### src/rtl/alu_responder.sv
`default_nettype none
// ============================================================================
// Module      : alu_responder
// Description : Handshaked N-bit ALU responder. Accepts one operand pair and
//               opcode per req_valid/req_ready transfer, computes the result,
//               and queues it in a 2-entry in-order result buffer. The head
//               result is presented on a rsp_valid/rsp_ready channel with a
//               carry/borrow flag. A wrapping 8-bit counter tracks pops.
// Ports       : clk, rst_n            clock, async active-low reset
//               req_valid/req_ready   request handshake
//               req_opcode            0 ADD, 1 OR, 2 SUB, 3 XOR
//               req_in0/req_in1       operands A/B (N bits)
//               rsp_valid/rsp_ready   response handshake
//               rsp_out/rsp_flag      head result and carry/borrow
//               txn_count             completed responses modulo 256
// Revision    : 1.0 - initial release
// ============================================================================
module alu_responder #(
  parameter int N = 4
) (
  input  logic         clk,
  input  logic         rst_n,
  input  logic         req_valid,
  output logic         req_ready,
  input  logic [1:0]   req_opcode,
  input  logic [N-1:0] req_in0,
  input  logic [N-1:0] req_in1,
  output logic         rsp_valid,
  input  logic         rsp_ready,
  output logic [N-1:0] rsp_out,
  output logic         rsp_flag,
  output logic [7:0]   txn_count
);

  typedef enum logic [1:0] {
    EMPTY = 2'd0,
    ONE   = 2'd1,
    FULL  = 2'd2
  } state_t;

  state_t       state_q;
  // Buffer entries are {flag, result}; head_q is always the oldest entry so
  // the response outputs come straight from a flop.
  logic [N:0]   head_q;
  logic [N:0]   tail_q;
  logic [7:0]   txn_q;
  logic [N:0]   res_d;
  logic         push;
  logic         pop;

  // The (N+1)-bit subtraction leaves bit N set exactly when in0 < in1, which
  // is the borrow flag; for ADD bit N is the carry.
  always_comb begin
    res_d = '0;
    case (req_opcode)
      2'd0:    res_d = {1'b0, req_in0} + {1'b0, req_in1};
      2'd1:    res_d = {1'b0, req_in0 | req_in1};
      2'd2:    res_d = {1'b0, req_in0} - {1'b0, req_in1};
      default: res_d = {1'b0, req_in0 ^ req_in1};
    endcase
  end

  assign req_ready = (state_q != FULL);
  assign rsp_valid = (state_q != EMPTY);
  assign push      = req_valid && req_ready;
  assign pop       = rsp_valid && rsp_ready;

  always_ff @(posedge clk or negedge rst_n) begin
    if (!rst_n) begin
      state_q <= EMPTY;
      head_q  <= '0;
      tail_q  <= '0;
      txn_q   <= '0;
    end else begin
      case (state_q)
        EMPTY: begin
          if (push) begin
            head_q  <= res_d;
            state_q <= ONE;
          end
        end
        ONE: begin
          if (push && !pop) begin
            tail_q  <= res_d;
            state_q <= FULL;
          end else if (!push && pop) begin
            state_q <= EMPTY;
          end else if (push && pop) begin
            // Head leaves and the new result takes its place directly.
            head_q  <= res_d;
          end
        end
        FULL: begin
          // No push here: req_ready is low, so no pass-through exists.
          if (pop) begin
            head_q  <= tail_q;
            state_q <= ONE;
          end
        end
        default: state_q <= EMPTY;
      endcase
      if (pop) begin
        txn_q <= txn_q + 8'd1;
      end
    end
  end

  assign rsp_out   = head_q[N-1:0];
  assign rsp_flag  = head_q[N];
  assign txn_count = txn_q;

endmodule
`default_nettype wire

### config.mk
export PLATFORM = sky130hd
export DESIGN_NAME = alu_responder
export DESIGN_NICKNAME = d
export VERILOG_FILES = /design/src/rtl/alu_responder.sv
export SDC_FILE = /design/constraint.sdc
export NUM_CORES = 1
export LEC_CHECK = 0
export CAP_MARGIN = 25
export CORE_UTILIZATION = 50
export DETAILED_ROUTE_END_ITERATION = 6
export PLACE_DENSITY = 0.78
export SLEW_MARGIN = 20
export SYNTH_ARGS = -nofsm -noshare
export SYNTH_HDL_FRONTEND = slang
export SYNTH_SLANG_ARGS = --single-unit
### constraint.sdc
create_clock -name clk -period 2.3 [get_ports clk]
set_input_delay 0.46 -clock clk [delete_from_list [all_inputs] [get_ports clk]]
set_output_delay 0.46 -clock clk [all_outputs]
set_load 0.1 [all_outputs]
==> results of run 1 <==
==> Yosys cell counts, drive strengths merged, types with 2 or more instances <==
| cell type | instances |
|---|---|
| a21oi | 5 |
| nor2 | 10 |
| nor2b | 4 |
| clkbuf | 3 |
| inv | 13 |
| nand3b | 3 |
| a31o | 2 |
| and2 | 4 |
| nand2 | 14 |
| o31ai | 2 |
| xor2 | 3 |
| o21a | 2 |
| nand4bb | 2 |
| nand2b | 6 |
| ha | 13 |
| o211ai | 4 |
| dfrtp | 20 |
| xnor2 | 7 |
| nand3 | 5 |
| o21ai | 10 |
| mux2i | 2 |
| or2 | 3 |
==> registers in the layout (all words and copies together), names as in the netlist <==
register / cells
txn_count: 8
head_q: 5
tail_q: 5
state_q: 2
==> critical path: cells and delay by family <==
kind	cells	cell delay (ns)
compound gates	2	0.27
xor+xnor	1	0.13
fa+ha+maj	1	0.28
buf+inv	2	0.64
simple gates	4	0.65
==> through the flow <==
stage | setup slack [ns] | power [mW] | hold WS, ns | cells | utilization
final | 0.08171 | 2.413 | 0.4799 | 226 | 0.7625
after global routing | -0.001305 | 2.546 | 0.4967 | 226 | 0.7625
after CTS | 0.05461 | 2.410 | 0.4840 | 225 | 0.7498
after detailed placement | -0.4890 | 2.183 | 0.4650 | 221 | 0.7193
after global placement | -0.3767 | 2.140 | 0.4526 | 221 | 0.7193
after floorplan | -0.001570 | 1.784 | 0.1644 | 149 | -
==> path summary, 6_finish.rpt <==
kind,from,endpoint,slack (ns)
worst max-delay path,req_opcode[0],tail_q[3]$_DFFE_PN0P_,0.08
worst min-delay path,txn_count[7]$_DFFE_PN0P_,txn_count[7]$_DFFE_PN0P_,0.48
worst max register to register,state_q[1]$_DFFE_PN0P_,head_q[4]$_DFFE_PN0P_,0.25
worst min register to register,txn_count[7]$_DFFE_PN0P_,txn_count[7]$_DFFE_PN0P_,0.48
max in group asynchronous,rst_n,state_q[0]$_DFFE_PN0P_,1.58
min in group asynchronous,rst_n,txn_count[7]$_DFFE_PN0P_,0.49
==> metal layers <==
metal | share of wire | vias up | global-route usage
li1 | - | 608 | -
met5 | 0 | - | 0
met1 | 0.44 | 570 | 0.2508
met3 | 0.033 | 2 | 0.03333
met2 | 0.53 | 28 | 0.3943
met4 | 0.0048 | 0 | 0.07265
==> repair_timing <==
action                     in CTS  in global routing
setup buffers                   0                  1
setup endpoints to repair       8                  2
hold buffers                    0                  0
resized for setup              13                  5
gates cloned                    0                  0
pin swaps                       4                  3
==> cells by family (layout without fill, tap and decap cells) <==
| family | count (synthesis) | in the layout | share of synthesized area |
|---|---|---|---|
| compound gates | 30 | 30 | 0.1504 |
| flops | 20 | 20 | 0.3623 |
| simple gates | 56 | 56 | 0.2219 |
| xor+xnor | 10 | 10 | 0.06341 |
| fa+ha+maj | 14 | 14 | 0.1322 |
| mux | 2 | 2 | 0.01449 |
| buf+inv | 17 | 64 | 0.05525 |
==> area by class of cell <==
cell class,count,area [um^2],share of cell area
flip-flops and latches,20,501.7,0.2585
repair buffers,47,397.9,0.2050
well taps,30,37.54,0.01934
inverters,13,52.55,0.02708
multi-input cells,112,914.6,0.4713
clock buffers,4,36.28,0.01870
==> report_power, final <==
part / internal [mW] / total [mW] / leakage [nW] / switching (mW)
registers: 0.493 / 0.626 / 0.250 / 0.133
logic: 0.482 / 1.58 / 0.657 / 1.10
clock network: 0.0965 / 0.206 / 0.0210 / 0.110
total: 1.07 / 2.41 / 0.928 / 1.34
==> impl_metrics.py, run 1 <==
metrics = {
    "status": {
        "status": "finished, final reports clean",
    },
    "floorplanning": {
        "initial_core_util": 0.5428,
        "die_y_um": 54.56,
        "io_pins": 29,
        "core_um2": 2545,
        "std_cell_rows": 18,
        "die-area_um2": 2977,
        "die_w_um": 54.56,
    },
    "sta": {
        "finalMaxSlewViolations": 0,
        "finalSetupTns_ns": 0,
        "report.final.hold_viol_count": 0,
        "relSlewSlack": 0.7248,
        "fin_skew_ns": 0.003377,
        "max_freq_mhz": 450.8,
        "worstMarginPinSlew_ns": 0.4115,
        "post-route-period-util": 0.9645,
        "setup_viol": 0,
        "layout_min_cycle_time_ns": 2.218,
    },
    "worst_setup_path": {
        "critPathLaunchType": "input pin",
        "slowest_delay_ns": 0.49,
        "crit_slowest_cell": "clkdlybuf4s50_1",
        "required_ns": 2.53,
        "reg2regPathDepth": 8,
        "arrival_ns": 2.45,
        "cp_cell_sequence": "clkdlybuf4s50_1 > nand2b_4 > nor2b_4 > xnor2_1 > ha_1 > or2_2 > o2bb2ai_4 > nor4bb_2 > buf_4 > o21ai_2",
        "cp-end-kind": "flop",
        "worst-setup-path-type": "in2reg",
        "cp_max_fo": 4,
    },
    "power": {
        "leakage_nw": 0.9279,
        "peakVddDrop_v": 0.001387,
        "p_per_area_nw_per_um2": 1243,
    },
    "grt": {
        "grt_pass1_wl_um": 4567,
        "antenna_found_initial": 0,
        "grt_usage": 0.2152,
        "grt_max_degree": 21,
        "gr-total-overflow": 0,
        "grt_pass1_vias": 1102,
    },
    "final_layout": {
        "n_fill_cell": 182,
        "final_cell_mix": "buf_4 (33), dfrtp_1 (19), nand2_1 (13)",
        "stdcell_area_um2": 1941,
        "syn_to_final_growth_pct": 40.49,
        "finalNetCount": 225,
        "final_common_cell": "buf_4",
        "antenna_cells": 0,
        "drive_gt1_frac": 0.3214,
    },
    "cts": {
        "cts_tree": "done",
        "cts_buffers": 3,
        "htree_levels": 1,
        "clockRootBuffer": "clkbuf_4",
        "cts.sink_count": 20,
        "clk_latency_ns": 0.30,
        "clkSlewWorstSetupHoldPaths_ns": 0.12,
        "clock_path_buffers": 2,
    },
    "routing": {
        "firstDrtPassIters": 5,
        "vias": 1208,
        "drt-wirelength-per-cell_um": 12.94,
        "vias_per_cell": 5.345,
        "wl_um": 2924,
        "drt_iter0_drc": 18,
        "drc_errors": 0,
        "ant_nets": 0,
    },
    "synthesis": {
        "ys_types": 42,
        "ys_top_cells_by_area": "dfrtp_1 (36%), ha_1 (12%), xnor2_1 (4.4%)",
        "synth_area_leader_cell": "dfrtp_1",
        "yosysWarnings": 0,
        "synth_edf_count": 0,
        "syn_inst": 149,
        "ys_async_sr_fraction": 1.000,
        "syn-cell-area_um2": 1381,
        "ys.flop_type": "dfrtp_1",
        "yosysSeqAreaShare": 0.3623,
        "synth-seq-cells": 20,
        "synth_top_area_frac": 0.3623,
        "syn_nets": 177,
        "post_synth.cell_area_avg_um2": 9.271,
    },
    "min_path": {
        "hold_path_class": "reg2reg",
        "min_path_cells": 1,
    },
    "placed_design": {
        "hpwl_um": 2364,
        "gp_congestion": 0.7899,
        "port_buffers": 28,
        "postPlaceCellArea_um2": 1831,
    },
    "flow_run": {
        "cap_viol_max_count": 0,
    },
}
Power figures use the tool's default switching activity.
==> run 2, diff against run 1 <==
--- a/config.mk
+++ b/config.mk
@@ -9,6 +9,7 @@
 export CORE_UTILIZATION = 50
 export DETAILED_ROUTE_END_ITERATION = 6
 export PLACE_DENSITY = 0.78
+export SKIP_CTS_REPAIR_TIMING = 1
 export SLEW_MARGIN = 20
 export SYNTH_ARGS = -nofsm -noshare
 export SYNTH_HDL_FRONTEND = slang
==> impl_metrics.py, run 2 (synthesized netlist as in run 1, its figures left out) <==
metrics = {
    "routing": {
        "vias": 1189,
        "drc_errors": 0,
        "drt_iter0_drc": 10,
        "ant_nets": 0,
        "vias_per_cell": 5.284,
        "firstDrtPassIters": 4,
        "wl_um": 2843,
        "drt-wirelength-per-cell_um": 12.64,
    },
    "final_layout": {
        "final_cell_mix": "buf_4 (32), dfrtp_1 (19), nand2_1 (13)",
        "largest_reg_flops": 8,
        "final_util": 0.7512,
        "syn_to_final_growth_pct": 38.41,
        "final_common_cell": "buf_4",
        "multi_input_area_um2": 888.4,
        "seq_area_um2": 501.7,
        "drive_gt1_frac": 0.3026,
        "final_cell_count_no_fill": 225,
        "antenna_cells": 0,
        "finalNetCount": 224,
        "n_fill_cell": 192,
    },
    "flow_run": {
        "cap_viol_max_count": 0,
    },
    "placed_design": {
        "hpwl_um": 2364,
        "dp.cells": 221,
        "port_buffers": 28,
        "gp_congestion": 0.7899,
    },
    "worst_setup_path": {
        "critPathLaunchType": "input pin",
        "worst-setup-path-type": "in2reg",
        "reg2regPathDepth": 8,
        "cp_cell_sequence": "clkdlybuf4s50_1 > nand2b_4 > nor2b_2 > xnor2_1 > ha_1 > or2_2 > o2bb2ai_2 > nor4bb_2 > buf_4 > o21ai_1",
        "arrival_ns": 2.45,
        "required_ns": 2.52,
        "slowest_delay_ns": 0.54,
        "cp-end-kind": "flop",
        "cp_top_family": "buffers and inverters",
        "worstSetupPathDepth": 10,
        "cp_max_fo": 4,
        "crit_buf_inv": 2,
        "crit_slowest_cell": "clkdlybuf4s50_1",
    },
    "sta": {
        "report.final.hold_viol_count": 0,
        "relSlewSlack": 0.7376,
        "finalMaxSlewViolations": 0,
        "layout_min_cycle_time_ns": 2.223,
        "post-route-period-util": 0.9666,
        "max_freq_mhz": 449.8,
        "fin_skew_ns": 0.006048,
        "hold_ws_ns": 0.4784,
        "worstMarginPinSlew_ns": 0.3925,
        "setup_viol": 0,
    },
    "cts": {
        "clock_path_buffers": 2,
        "cts_tree": "done",
        "clockRootBuffer": "clkbuf_4",
        "cts.sink_count": 20,
        "clk_latency_ns": 0.30,
        "clkSlewWorstSetupHoldPaths_ns": 0.11,
        "htree_levels": 1,
        "cts_buffers": 3,
    },
    "floorplanning": {
        "io_pins": 29,
        "die-area_um2": 2977,
        "core_um2": 2545,
        "die_w_um": 54.56,
        "std_cell_rows": 18,
        "initial_core_util": 0.5428,
        "die_y_um": 54.56,
    },
    "min_path": {
        "min_path_cells": 1,
        "hold_path_class": "reg2reg",
    },
    "status": {
        "status": "finished, final reports clean",
    },
    "grt": {
        "grt_max_degree": 21,
        "gr-total-overflow": 0,
        "grt_usage": 0.2129,
        "antenna_found_initial": 0,
        "grt_pass1_wl_um": 4505,
        "grt_pass1_vias": 1090,
    },
    "power": {
        "p_per_area_nw_per_um2": 1252,
        "peakVddDrop_v": 0.001371,
        "leakage_nw": 0.9207,
    },
}
-- run 2: where the power goes --
part | switching, mW | internal, mW
Clock | 0.108 | 0.0966
Sequential | 0.136 | 0.493
Combinational | 1.09 | 0.473
Total | 1.33 | 1.06
-- run 2: worst paths after layout --
kind,startpoint,endpoint,slack [ns]
worst max register to register,state_q[1]$_DFFE_PN0P_,head_q[4]$_DFFE_PN0P_,0.25
min in group asynchronous,rst_n,txn_count[4]$_DFFE_PN0P_,0.49
worst min register to register,txn_count[7]$_DFFE_PN0P_,txn_count[7]$_DFFE_PN0P_,0.48
worst min-delay path,txn_count[7]$_DFFE_PN0P_,txn_count[7]$_DFFE_PN0P_,0.48
worst max-delay path,req_opcode[1],tail_q[3]$_DFFE_PN0P_,0.08
max in group asynchronous,rst_n,state_q[0]$_DFFE_PN0P_,1.59
-- run 2: final cells by class --
class	instances	area share
repair buffers	46	0.2068
well taps	30	0.01963
clock buffers	4	0.01898
flip-flops and latches	20	0.2624
multi-input cells	112	0.4647
inverters	13	0.02749
-- run 2: per-stage QoR --
step	power, mW	area (um^2)	setup WS (ns)	setup TNS, ns
after floorplan	1.784	1430	-0.001570	-0.002554
after global placement	2.140	1831	-0.3767	-2.616
after detailed placement	2.183	1831	-0.4890	-3.252
after CTS	2.387	1867	-0.1728	-0.7246
after global routing	2.527	1912	-0.01728	-0.01728
final	2.393	1912	0.07681	0
-- run 2: routing by layer --
metal  routed length, um  share of wire  global-route usage  up-vias
met5                   0              0                   0        -
met4                  36          0.013             0.07265        0
met3                  99          0.035             0.03333        4
li1                    -              -                   -      601
met2                1439           0.51              0.3882       26
met1                1267           0.45              0.2492      558
==> run 3, diff against run 2 <==
--- a/config.mk
+++ b/config.mk
@@ -6,9 +6,10 @@
 export NUM_CORES = 1
 export LEC_CHECK = 0
 export CAP_MARGIN = 25
-export CORE_UTILIZATION = 50
+export CORE_UTILIZATION = 53
+export CTS_BUF_LIST = sky130_fd_sc_hd__clkbuf_4
 export DETAILED_ROUTE_END_ITERATION = 6
-export PLACE_DENSITY = 0.78
+export PLACE_DENSITY = 0.82
 export SKIP_CTS_REPAIR_TIMING = 1
 export SLEW_MARGIN = 20
 export SYNTH_ARGS = -nofsm -noshare
==> impl_metrics.py, run 3 (synthesized netlist as in run 1, its figures left out) <==
metrics = {
    "floorplanning": {
        "die_y_um": 53.05,
        "io_pins": 29,
        "initial_core_util": 0.5576,
        "die-area_um2": 2814,
        "core_um2": 2477,
        "die_w_um": 53.05,
        "std_cell_rows": 18,
    },
    "cts": {
        "cts_buffers": 3,
        "htree_levels": 1,
        "clock_path_buffers": 2,
        "clockRootBuffer": "clkbuf_4",
        "cts_tree": "done",
        "clk_latency_ns": 0.29,
        "cts.sink_count": 20,
        "clkSlewWorstSetupHoldPaths_ns": 0.11,
    },
    "grt": {
        "gr-total-overflow": 0,
        "grt_max_degree": 21,
        "grt_usage": 0.2244,
        "grt_pass1_wl_um": 4643,
        "antenna_found_initial": 0,
        "grt_pass1_vias": 1131,
    },
    "worst_setup_path": {
        "critPathLaunchType": "input pin",
        "required_ns": 2.54,
        "arrival_ns": 2.48,
        "cp-end-kind": "flop",
        "worst-setup-path-type": "in2reg",
        "cp_max_fo": 4,
    },
    "sta": {
        "post-route-period-util": 0.9742,
        "finalSetupTns_ns": 0,
        "fin_skew_ns": 0.001485,
        "setup_viol": 0,
        "finalMaxSlewViolations": 0,
        "layout_min_cycle_time_ns": 2.241,
        "worstMarginPinSlew_ns": 0.4044,
        "setup_slack_ns": 0.05939,
        "max_freq_mhz": 446.3,
        "relSlewSlack": 0.7296,
        "report.final.hold_viol_count": 0,
    },
    "routing": {
        "drc_errors": 0,
        "drt_iter0_drc": 16,
        "drt-wirelength-per-cell_um": 13.74,
        "firstDrtPassIters": 4,
        "vias_per_cell": 5.452,
        "ant_nets": 0,
        "vias": 1205,
        "wl_um": 3036,
    },
    "power": {
        "power_frac_seq": 0.268,
        "p_per_area_nw_per_um2": 1246,
        "peakVddDrop_v": 0.001262,
        "p_comb_frac": 0.661,
        "power_switching_mw": 1.332,
        "totalPowerFinal_mw": 2.348,
        "clkPwrFrac": 0.071,
        "leakage_nw": 0.9087,
        "internal_power_mw": 1.017,
        "switching_share": 0.5671,
    },
    "final_layout": {
        "drive_gt1_frac": 0.2827,
        "seq_area_um2": 501.7,
        "final_common_cell": "buf_4",
        "multi_input_area_um2": 898.4,
        "syn_to_final_growth_pct": 36.41,
        "final_cell_count_no_fill": 221,
        "finalNetCount": 220,
        "n_fill_cell": 178,
        "final_cell_mix": "buf_4 (28), dfrtp_1 (19), nand2_1 (13)",
        "largest_reg_flops": 8,
        "antenna_cells": 0,
        "stdcell_area_um2": 1884,
    },
    "min_path": {
        "hold_path_class": "in2async",
    },
    "placed_design": {
        "hpwl_um": 2381,
        "postPlaceCellArea_um2": 1800,
        "dpl_worst_slack_ns": -0.4396,
        "dp.cells": 217,
        "port_buffers": 28,
        "gp_congestion": 0.8895,
    },
    "flow_run": {
        "cap_viol_max_count": 0,
    },
    "status": {
        "status": "finished, final reports clean",
    },
}
## run 3: through the flow
step | hold WS (ns) | util
finish | 0.4876 | 0.7606
global route | 0.5165 | 0.7606
CTS | 0.4864 | 0.7374
detailed placement | 0.4601 | 0.7268
global placement | 0.4525 | 0.7268
floorplan | 0.1644 | -
## run 3: layout make-up
cell class / instances / area share
clock buffer: 3 / 0.01195
clock inverter: 1 / 0.001992
inverter: 13 / 0.02789
multi-input combinational: 112 / 0.4768
sequential: 20 / 0.2663
tap: 30 / 0.01992
timing repair buffer: 42 / 0.1952
## run 3: path summary, 6_finish.rpt
check	from	end	slack, ns	depth (start not counted)
min reg2reg	tail_q[4]$_DFFE_PN0P_	tail_q[4]$_DFFE_PN0P_	0.49	2
max reg2reg	state_q[1]$_DFFE_PN0P_	head_q[4]$_DFFE_PN0P_	0.21	8
min	rst_n	txn_count[3]$_DFFE_PN0P_	0.49	2
max in group asynchronous	rst_n	state_q[0]$_DFFE_PN0P_	1.58	2
max	req_opcode[1]	head_q[1]$_DFFE_PN0P_	0.06	10
min in group clk	tail_q[4]$_DFFE_PN0P_	tail_q[4]$_DFFE_PN0P_	0.49	2
## run 3: worst max-delay path, stage by stage
cell             delay, ns
clkdlybuf4s50_1       0.53
nand2b_4              0.08
nand2_1               0.09
o21ai_2               0.07
buf_4                 0.14
fa_1                  0.45
nor2b_1               0.14
a31o_2                0.23
o211ai_2              0.16
o21a_1                0.13
## run 3: metal layers
metal,global-route usage,wire length [um],vias up
li1,-,-,599
met1,0.2549,1267,571
met2,0.4388,1624,33
met3,0.02011,116,2
met4,0.05702,27,0
met5,0,0,-
## run 3: power by group through the flow
stage	clock network, mW	logic (mW)	registers (mW)
floorplan	0	0.569	1.21
global placement	0	1.49	0.619
CTS	0.170	1.53	0.628
global route	0.187	1.65	0.647
finish	0.168	1.55	0.629
detailed placement	0	1.53	0.636
